`src/rtl/alu_flag_branch_ctrl.sv`:
```
// Execute-stage controller: issues ALU ops, captures result/flags on completion and resolves
// conditional branches against the architectural {Z,V,N} flags, interlocking behind busy ops.
module alu_flag_branch_ctrl #(
  parameter int unsigned TIMEOUT     = 16,
  parameter logic [2:0]  RESET_FLAGS = 3'b000
) (
  input  logic        clk,
  input  logic        rst_n,
  input  logic        op_valid,
  output logic        op_ready,
  input  logic [2:0]  op_ctrl,
  input  logic        br_valid,
  input  logic [2:0]  br_cond,
  output logic        alu_start,
  output logic [2:0]  alu_ctrl,
  input  logic        alu_done,
  input  logic [15:0] alu_result,
  input  logic [2:0]  alu_flags,
  output logic        res_valid,
  output logic [15:0] res_data,
  output logic [2:0]  flags_q,
  output logic        br_done,
  output logic        br_taken,
  output logic        err
);

  localparam int unsigned TimerW = (TIMEOUT > 2) ? $clog2(TIMEOUT) : 1;
  localparam logic [TimerW-1:0] TimerMax = TimerW'(TIMEOUT - 1);

  localparam logic [2:0] OpAdd  = 3'b000;
  localparam logic [2:0] OpSub  = 3'b001;
  localparam logic [2:0] OpNand = 3'b010;
  localparam logic [2:0] OpXor  = 3'b011;
  localparam logic [2:0] OpInc  = 3'b100;

  localparam logic [2:0] BrNeq  = 3'b000;
  localparam logic [2:0] BrEq   = 3'b001;
  localparam logic [2:0] BrGt   = 3'b010;
  localparam logic [2:0] BrLt   = 3'b011;
  localparam logic [2:0] BrGte  = 3'b100;
  localparam logic [2:0] BrLte  = 3'b101;
  localparam logic [2:0] BrOvfl = 3'b110;

  typedef enum logic [1:0] {StIdle, StBusy, StCapture, StBranch} state_e;

  state_e            state_q, state_d;
  logic [TimerW-1:0] timer_q, timer_d;
  logic              alu_start_q, alu_start_d;
  logic [2:0]        alu_ctrl_q, alu_ctrl_d;
  logic              res_valid_q, res_valid_d;
  logic [15:0]       res_data_q, res_data_d;
  logic [2:0]        flags_d;
  logic              br_done_q, br_done_d;
  logic              br_taken_q, br_taken_d;
  logic              err_q, err_d;
  logic              br_pend_q, br_pend_d;
  logic [2:0]        br_cond_q, br_cond_d;

  // Flags are packed {Z,V,N}.
  function automatic logic br_eval(input logic [2:0] cond, input logic [2:0] fl);
    logic z, v, n;
    z = fl[2];
    v = fl[1];
    n = fl[0];
    case (cond)
      BrNeq:   return !z;
      BrEq:    return z;
      BrGt:    return !z && !n;
      BrLt:    return n;
      BrGte:   return !n || z;
      BrLte:   return n || z;
      BrOvfl:  return v;
      default: return 1'b1;
    endcase
  endfunction

  always_comb begin
    state_d     = state_q;
    timer_d     = timer_q;
    alu_start_d = 1'b0;
    alu_ctrl_d  = alu_ctrl_q;
    res_valid_d = 1'b0;
    res_data_d  = res_data_q;
    flags_d     = flags_q;
    br_done_d   = 1'b0;
    br_taken_d  = br_taken_q;
    err_d       = err_q;
    br_pend_d   = br_pend_q;
    br_cond_d   = br_cond_q;

    case (state_q)
      StIdle: begin
        if (op_valid) begin
          state_d     = StBusy;
          alu_start_d = 1'b1;
          alu_ctrl_d  = op_ctrl;
          timer_d     = '0;
          br_pend_d   = 1'b0;
        end else if (br_valid) begin
          state_d    = StBranch;
          br_done_d  = 1'b1;
          br_taken_d = br_eval(br_cond, flags_q);
        end
      end
      StBusy: begin
        // Only the first branch seen while busy is held; later ones are dropped.
        if (br_valid && !br_pend_q) begin
          br_pend_d = 1'b1;
          br_cond_d = br_cond;
        end
        if (alu_done) begin
          state_d     = StCapture;
          res_valid_d = 1'b1;
          res_data_d  = alu_result;
          case (alu_ctrl_q)
            OpAdd, OpSub, OpInc: flags_d    = alu_flags;
            OpNand, OpXor:       flags_d[2] = alu_flags[2];
            default:             flags_d    = flags_q;
          endcase
        end else if (timer_q == TimerMax) begin
          state_d   = StIdle;
          err_d     = 1'b1;
          br_pend_d = 1'b0;
        end else begin
          timer_d = timer_q + TimerW'(1);
        end
      end
      StCapture: begin
        // flags_q already holds the post-update value here.
        if (br_pend_q) begin
          state_d    = StBranch;
          br_pend_d  = 1'b0;
          br_done_d  = 1'b1;
          br_taken_d = br_eval(br_cond_q, flags_q);
        end else begin
          state_d = StIdle;
        end
      end
      StBranch: state_d = StIdle;
      default:  state_d = StIdle;
    endcase
  end

  always_ff @(posedge clk or negedge rst_n) begin
    if (!rst_n) begin
      state_q     <= StIdle;
      timer_q     <= '0;
      alu_start_q <= 1'b0;
      alu_ctrl_q  <= 3'b000;
      res_valid_q <= 1'b0;
      res_data_q  <= 16'h0000;
      flags_q     <= RESET_FLAGS;
      br_done_q   <= 1'b0;
      br_taken_q  <= 1'b0;
      err_q       <= 1'b0;
      br_pend_q   <= 1'b0;
      br_cond_q   <= 3'b000;
    end else begin
      state_q     <= state_d;
      timer_q     <= timer_d;
      alu_start_q <= alu_start_d;
      alu_ctrl_q  <= alu_ctrl_d;
      res_valid_q <= res_valid_d;
      res_data_q  <= res_data_d;
      flags_q     <= flags_d;
      br_done_q   <= br_done_d;
      br_taken_q  <= br_taken_d;
      err_q       <= err_d;
      br_pend_q   <= br_pend_d;
      br_cond_q   <= br_cond_d;
    end
  end

  assign op_ready  = (state_q == StIdle);
  assign alu_start = alu_start_q;
  assign alu_ctrl  = alu_ctrl_q;
  assign res_valid = res_valid_q;
  assign res_data  = res_data_q;
  assign br_done   = br_done_q;
  assign br_taken  = br_taken_q;
  assign err       = err_q;

endmodule
```
`config.mk`:
```
export PLATFORM = sky130hd
export DESIGN_NAME = alu_flag_branch_ctrl
export DESIGN_NICKNAME = d
export VERILOG_FILES = /design/src/rtl/alu_flag_branch_ctrl.sv
export SDC_FILE = /design/constraint.sdc
export NUM_CORES = 1
export LEC_CHECK = 0
export BUFFER_PORTS_ARGS = -buffer_cell sky130_fd_sc_hd__buf_2
export CAP_MARGIN = 20
export CORE_UTILIZATION = 25
export DETAILED_ROUTE_END_ITERATION = 16
export PLACE_DENSITY = 0.42
export SETUP_SLACK_MARGIN = 0.4
export SLEW_MARGIN = 20
export SYNTH_ARGS = -nofsm -noshare
export SYNTH_HDL_FRONTEND = slang
export SYNTH_SLANG_ARGS = --single-unit
```
`constraint.sdc`:
```
create_clock -name clk -period 1.58 [get_ports clk]
set_clock_uncertainty 0.05 [all_clocks]
set_input_delay 0.237 -clock clk [delete_from_list [all_inputs] [get_ports clk]]
set_output_delay 0.237 -clock clk [all_outputs]
set_load 0.02 [all_outputs]
```
==> results.sh <==
export IMPL_rsz0062_at_grt="yes"
export IMPL_port_buffers=57
export IMPL_start_kind="register"
export IMPL_synth_edf_count=0
export IMPL_irDropWorstVdd_mv=0.895
export IMPL_start_util_pct=26.1
export IMPL_synthXorXnorAreaFrac_pct=0.522
export IMPL_die_w_um=84.0
export IMPL_maxSlewHeadroom_pct=77.6
export IMPL_area_growth_pct=54.5
export IMPL_fin_util_pct=40.4
export IMPL_grt_pass1_vias=1511
export IMPL_fin_tns_setup_ns=0
export IMPL_yosysSeqAreaShare_pct=55.1
export IMPL_hold_viol_final=0
export IMPL_cts_buffers=5
export IMPL_crit_type="register to register"
export IMPL_r2r_slack_ns=0.15
export IMPL_dieArea_mm2=0.00705
export IMPL_synth_fp_nets=165
export IMPL_synth_area_mux_share_pct=18.0
export IMPL_synth_compound_area_share_pct=9.91
export IMPL_first_pass_iters=10
export IMPL_grt_max_degree=20
export IMPL_cts_sinks=37
export IMPL_post_route_min_period_ns=1.43
export IMPL_hold_slack_ns=0.125
export IMPL_avgSynthCellArea_um2=12.5
export IMPL_first_iter_violations=89
export IMPL_synth_top_family_by_area="multiplexers"
export IMPL_synth_adder_area_share_pct=0.745
export IMPL_hold_path_class="input pin to register"
export IMPL_cts_tree="yes"
export IMPL_crit_fanout=7
export IMPL_h_tree_depth=2
export IMPL_num_vias=1399
export IMPL_p_leak_nw=1.21
export IMPL_core_region_area_mm2=0.00642
export IMPL_setup_violations=0
export IMPL_powerDensity_mw_per_mm2=2090
export IMPL_clk_latency_ns=0.29
export IMPL_synth_ff_type="dfrtp_1"
export IMPL_pin_count=58
export IMPL_die_y_um=84.0
export IMPL_grt_pass1_wl_um=7250
export IMPL_synth_simple_gate_area_share_pct=12.5
export IMPL_tightest_slew_ns=0.335
export IMPL_switching_share_pct=37.7
export IMPL_via_per_inst=4.66
export IMPL_ys_types=33
export IMPL_max_freq_ghz=0.699
export IMPL_synth_seq_cells=37
export IMPL_rows=29
export IMPL_combPwrFrac_pct=52.3
export IMPL_endpoint_kind="register"
export IMPL_cts_root_buf="clkbuf_8"
export IMPL_fillCellCount=619
export IMPL_violations="DRC"
export IMPL_yosys_warnings=0
export IMPL_cts_buffer_depth=2
export IMPL_grt_usage_pct=13.1
export IMPL_drt_total_wl_um=4360
export IMPL_wl_per_cell_um=14.5
export IMPL_finalCritPeriodShare_pct=90.5
export IMPL_postRouteAntennaNets=0
export IMPL_place_area_mm2=0.00212
export IMPL_p_clk_share_pct=15.2
export IMPL_stdcell_area_mm2=0.00259
export IMPL_antenna_found_initial=0
export IMPL_n_antenna_cell=0
export IMPL_power_switching_w=0.00204
export IMPL_max_cap_violations=0
export IMPL_route_detailed_drc=4
export IMPL_p_int_w=0.00337
export IMPL_synth_cells=134
export IMPL_clk_pin_slew_ns=0.08
export IMPL_pwr_share_seq_pct=32.5
export IMPL_ys_async_sr_fraction_pct=100
export IMPL_drive_above_1_share_pct=62.8
export IMPL_fin_nets=253
export IMPL_grt_overflow=0
export IMPL_slew_violations=0
export IMPL_dp_hpwl_um=2870
export IMPL_crit_required_ns=1.69
export IMPL_outcome="complete, but fails checks"
export IMPL_cp_arrival_ns=1.54
export IMPL_gp_congestion=0.787
export IMPL_netlist_area_mm2=0.00168
## metal layers
metal | vias to the layer above | global-route usage [%] | part of all wire, %
li1 | 657 | - | -
met2 | 52 | 22.3 | 51
met3 | 7 | 4.45 | 7.3
met4 | 0 | 3.92 | 0.92
met5 | - | 0 | 0
met1 | 683 | 15.5 | 41
## layout make-up
class / instances / area, um^2 / share of cell area (%)
Clock buffer: 6 / 72.6 / 2.80
Clock inverter: 2 / 38.8 / 1.49
Inverter: 7 / 26.3 / 1.01
Multi-Input combinational cell: 87 / 835 / 32.2
Sequential cell: 37 / 930 / 35.8
Tap cell: 77 / 96.3 / 3.71
Timing Repair Buffer: 84 / 597 / 23.0
## final timing paths
kind,startpoint,cells past startpoint,to
hold reg to reg,err$_DFFE_PN0P_,1,err$_DFFE_PN0P_
max in group asynchronous,rst_n,3,state_q[0]$_DFFE_PN0P_
setup reg to reg,flags_q[2]$_DFFE_PN0P_,4,br_taken$_DFFE_PN0P_
setup / recovery,flags_q[2]$_DFFE_PN0P_,4,br_taken$_DFFE_PN0P_
hold / removal,alu_result[0],2,res_data[0]$_DFFE_PN0P_
min in group asynchronous,rst_n,3,flags_q[1]$_DFFE_PN0P_
## registers in the layout, summed over array words and instances (netlist names)
name	count
res_data	16
timer_q	4
alu_ctrl	3
br_cond_q	3
flags_q	3
state_q	2
alu_start	1
br_done	1
br_pend_q	1
br_taken	1
err	1
res_valid	1
## power by group through the flow
stage / Clock (W) / Sequential, W / Combinational, W
floorplan: 0 / 0.00210 / 0.00103
global placement: 0 / 0.00173 / 0.00203
detailed placement: 0 / 0.00175 / 0.00206
CTS: 0.000844 / 0.00174 / 0.00271
global route: 0.000896 / 0.00183 / 0.00305
finish: 0.000824 / 0.00176 / 0.00283
## synth_stat cells (2+ instances only)
| cell type | n | area share (%) |
|---|---|---|
| buf_4 | 2 | 0.89 |
| nand3_1 | 2 | 0.60 |
| nand2_1 | 7 | 1.6 |
| inv_1 | 7 | 1.6 |
| nor3_1 | 2 | 0.60 |
| o211ai_1 | 2 | 0.89 |
| a21oi_1 | 4 | 1.2 |
| nand3b_1 | 2 | 0.89 |
| a31oi_1 | 3 | 1.1 |
| a211oi_1 | 2 | 0.89 |
| nand2b_1 | 2 | 0.75 |
| dfrtp_1 | 37 | 55 |
| nor2_1 | 5 | 1.1 |
| nor3b_1 | 5 | 2.2 |
| o21ai_0 | 7 | 2.1 |
| nor2b_1 | 3 | 1.1 |
| mux2_2 | 26 | 17 |
## per-stage QoR
stage,power (W),worst slack (ns),std cells
2_1_floorplan,0.00313,0.157,134
3_3_place_gp,0.00375,0.143,272
3_5_place_dp,0.00381,0.136,272
4_1_cts,0.00529,0.150,299
5_1_grt,0.00577,0.0791,300
6_report,0.00542,0.150,300
## logic make-up (layout without fill, tap and decap cells)
group,Yosys count,after routing
and+or+nand+nor,34,34
adders and majority gates,1,1
DFF,37,37
xor gates and xnor gates,1,1
muxes,27,27
AOI/OAI and AO/OA,24,24
buffers and inverters,10,99
## repair_timing
| action | 4_1_cts | 5_1_grt |
|---|---|---|
| buffers inserted | 17 | 1 |
| hold buffers | 1 | 0 |
| gates resized for setup | 39 | 15 |
| pin swaps | 10 | 8 |
| setup endpoints to repair | 38 | 41 |
| endpoints found under the hold margin | 37 | 0 |
| gates cloned | 1 | 0 |
## critical path, cell delays in order (launching register included)
cell,delay [ns]
dfrtp_2,0.45
or3b_1,0.38
a311oi_2,0.24
a211o_1,0.12
a31oi_1,0.07
## placed cells by master (no fill, tap or decap), types with 3 or more instances in the layout
cell / Yosys / routed
clkbuf_8: 0 / 5
buf_2: 0 / 50
dfrtp_2: 0 / 3
o21ai_0: 7 / 4
nand2_1: 7 / 4
dfrtp_1: 37 / 34
buf_4: 2 / 16
mux2_2: 26 / 16
buf_6: 1 / 15
inv_1: 7 / 6
nor3b_2: 0 / 3
o21ai_1: 0 / 3
a31oi_1: 3 / 3
nor2_1: 5 / 3
mux2_4: 0 / 10
a21oi_1: 4 / 4
Note: power is estimated with default switching activity, not from simulation.
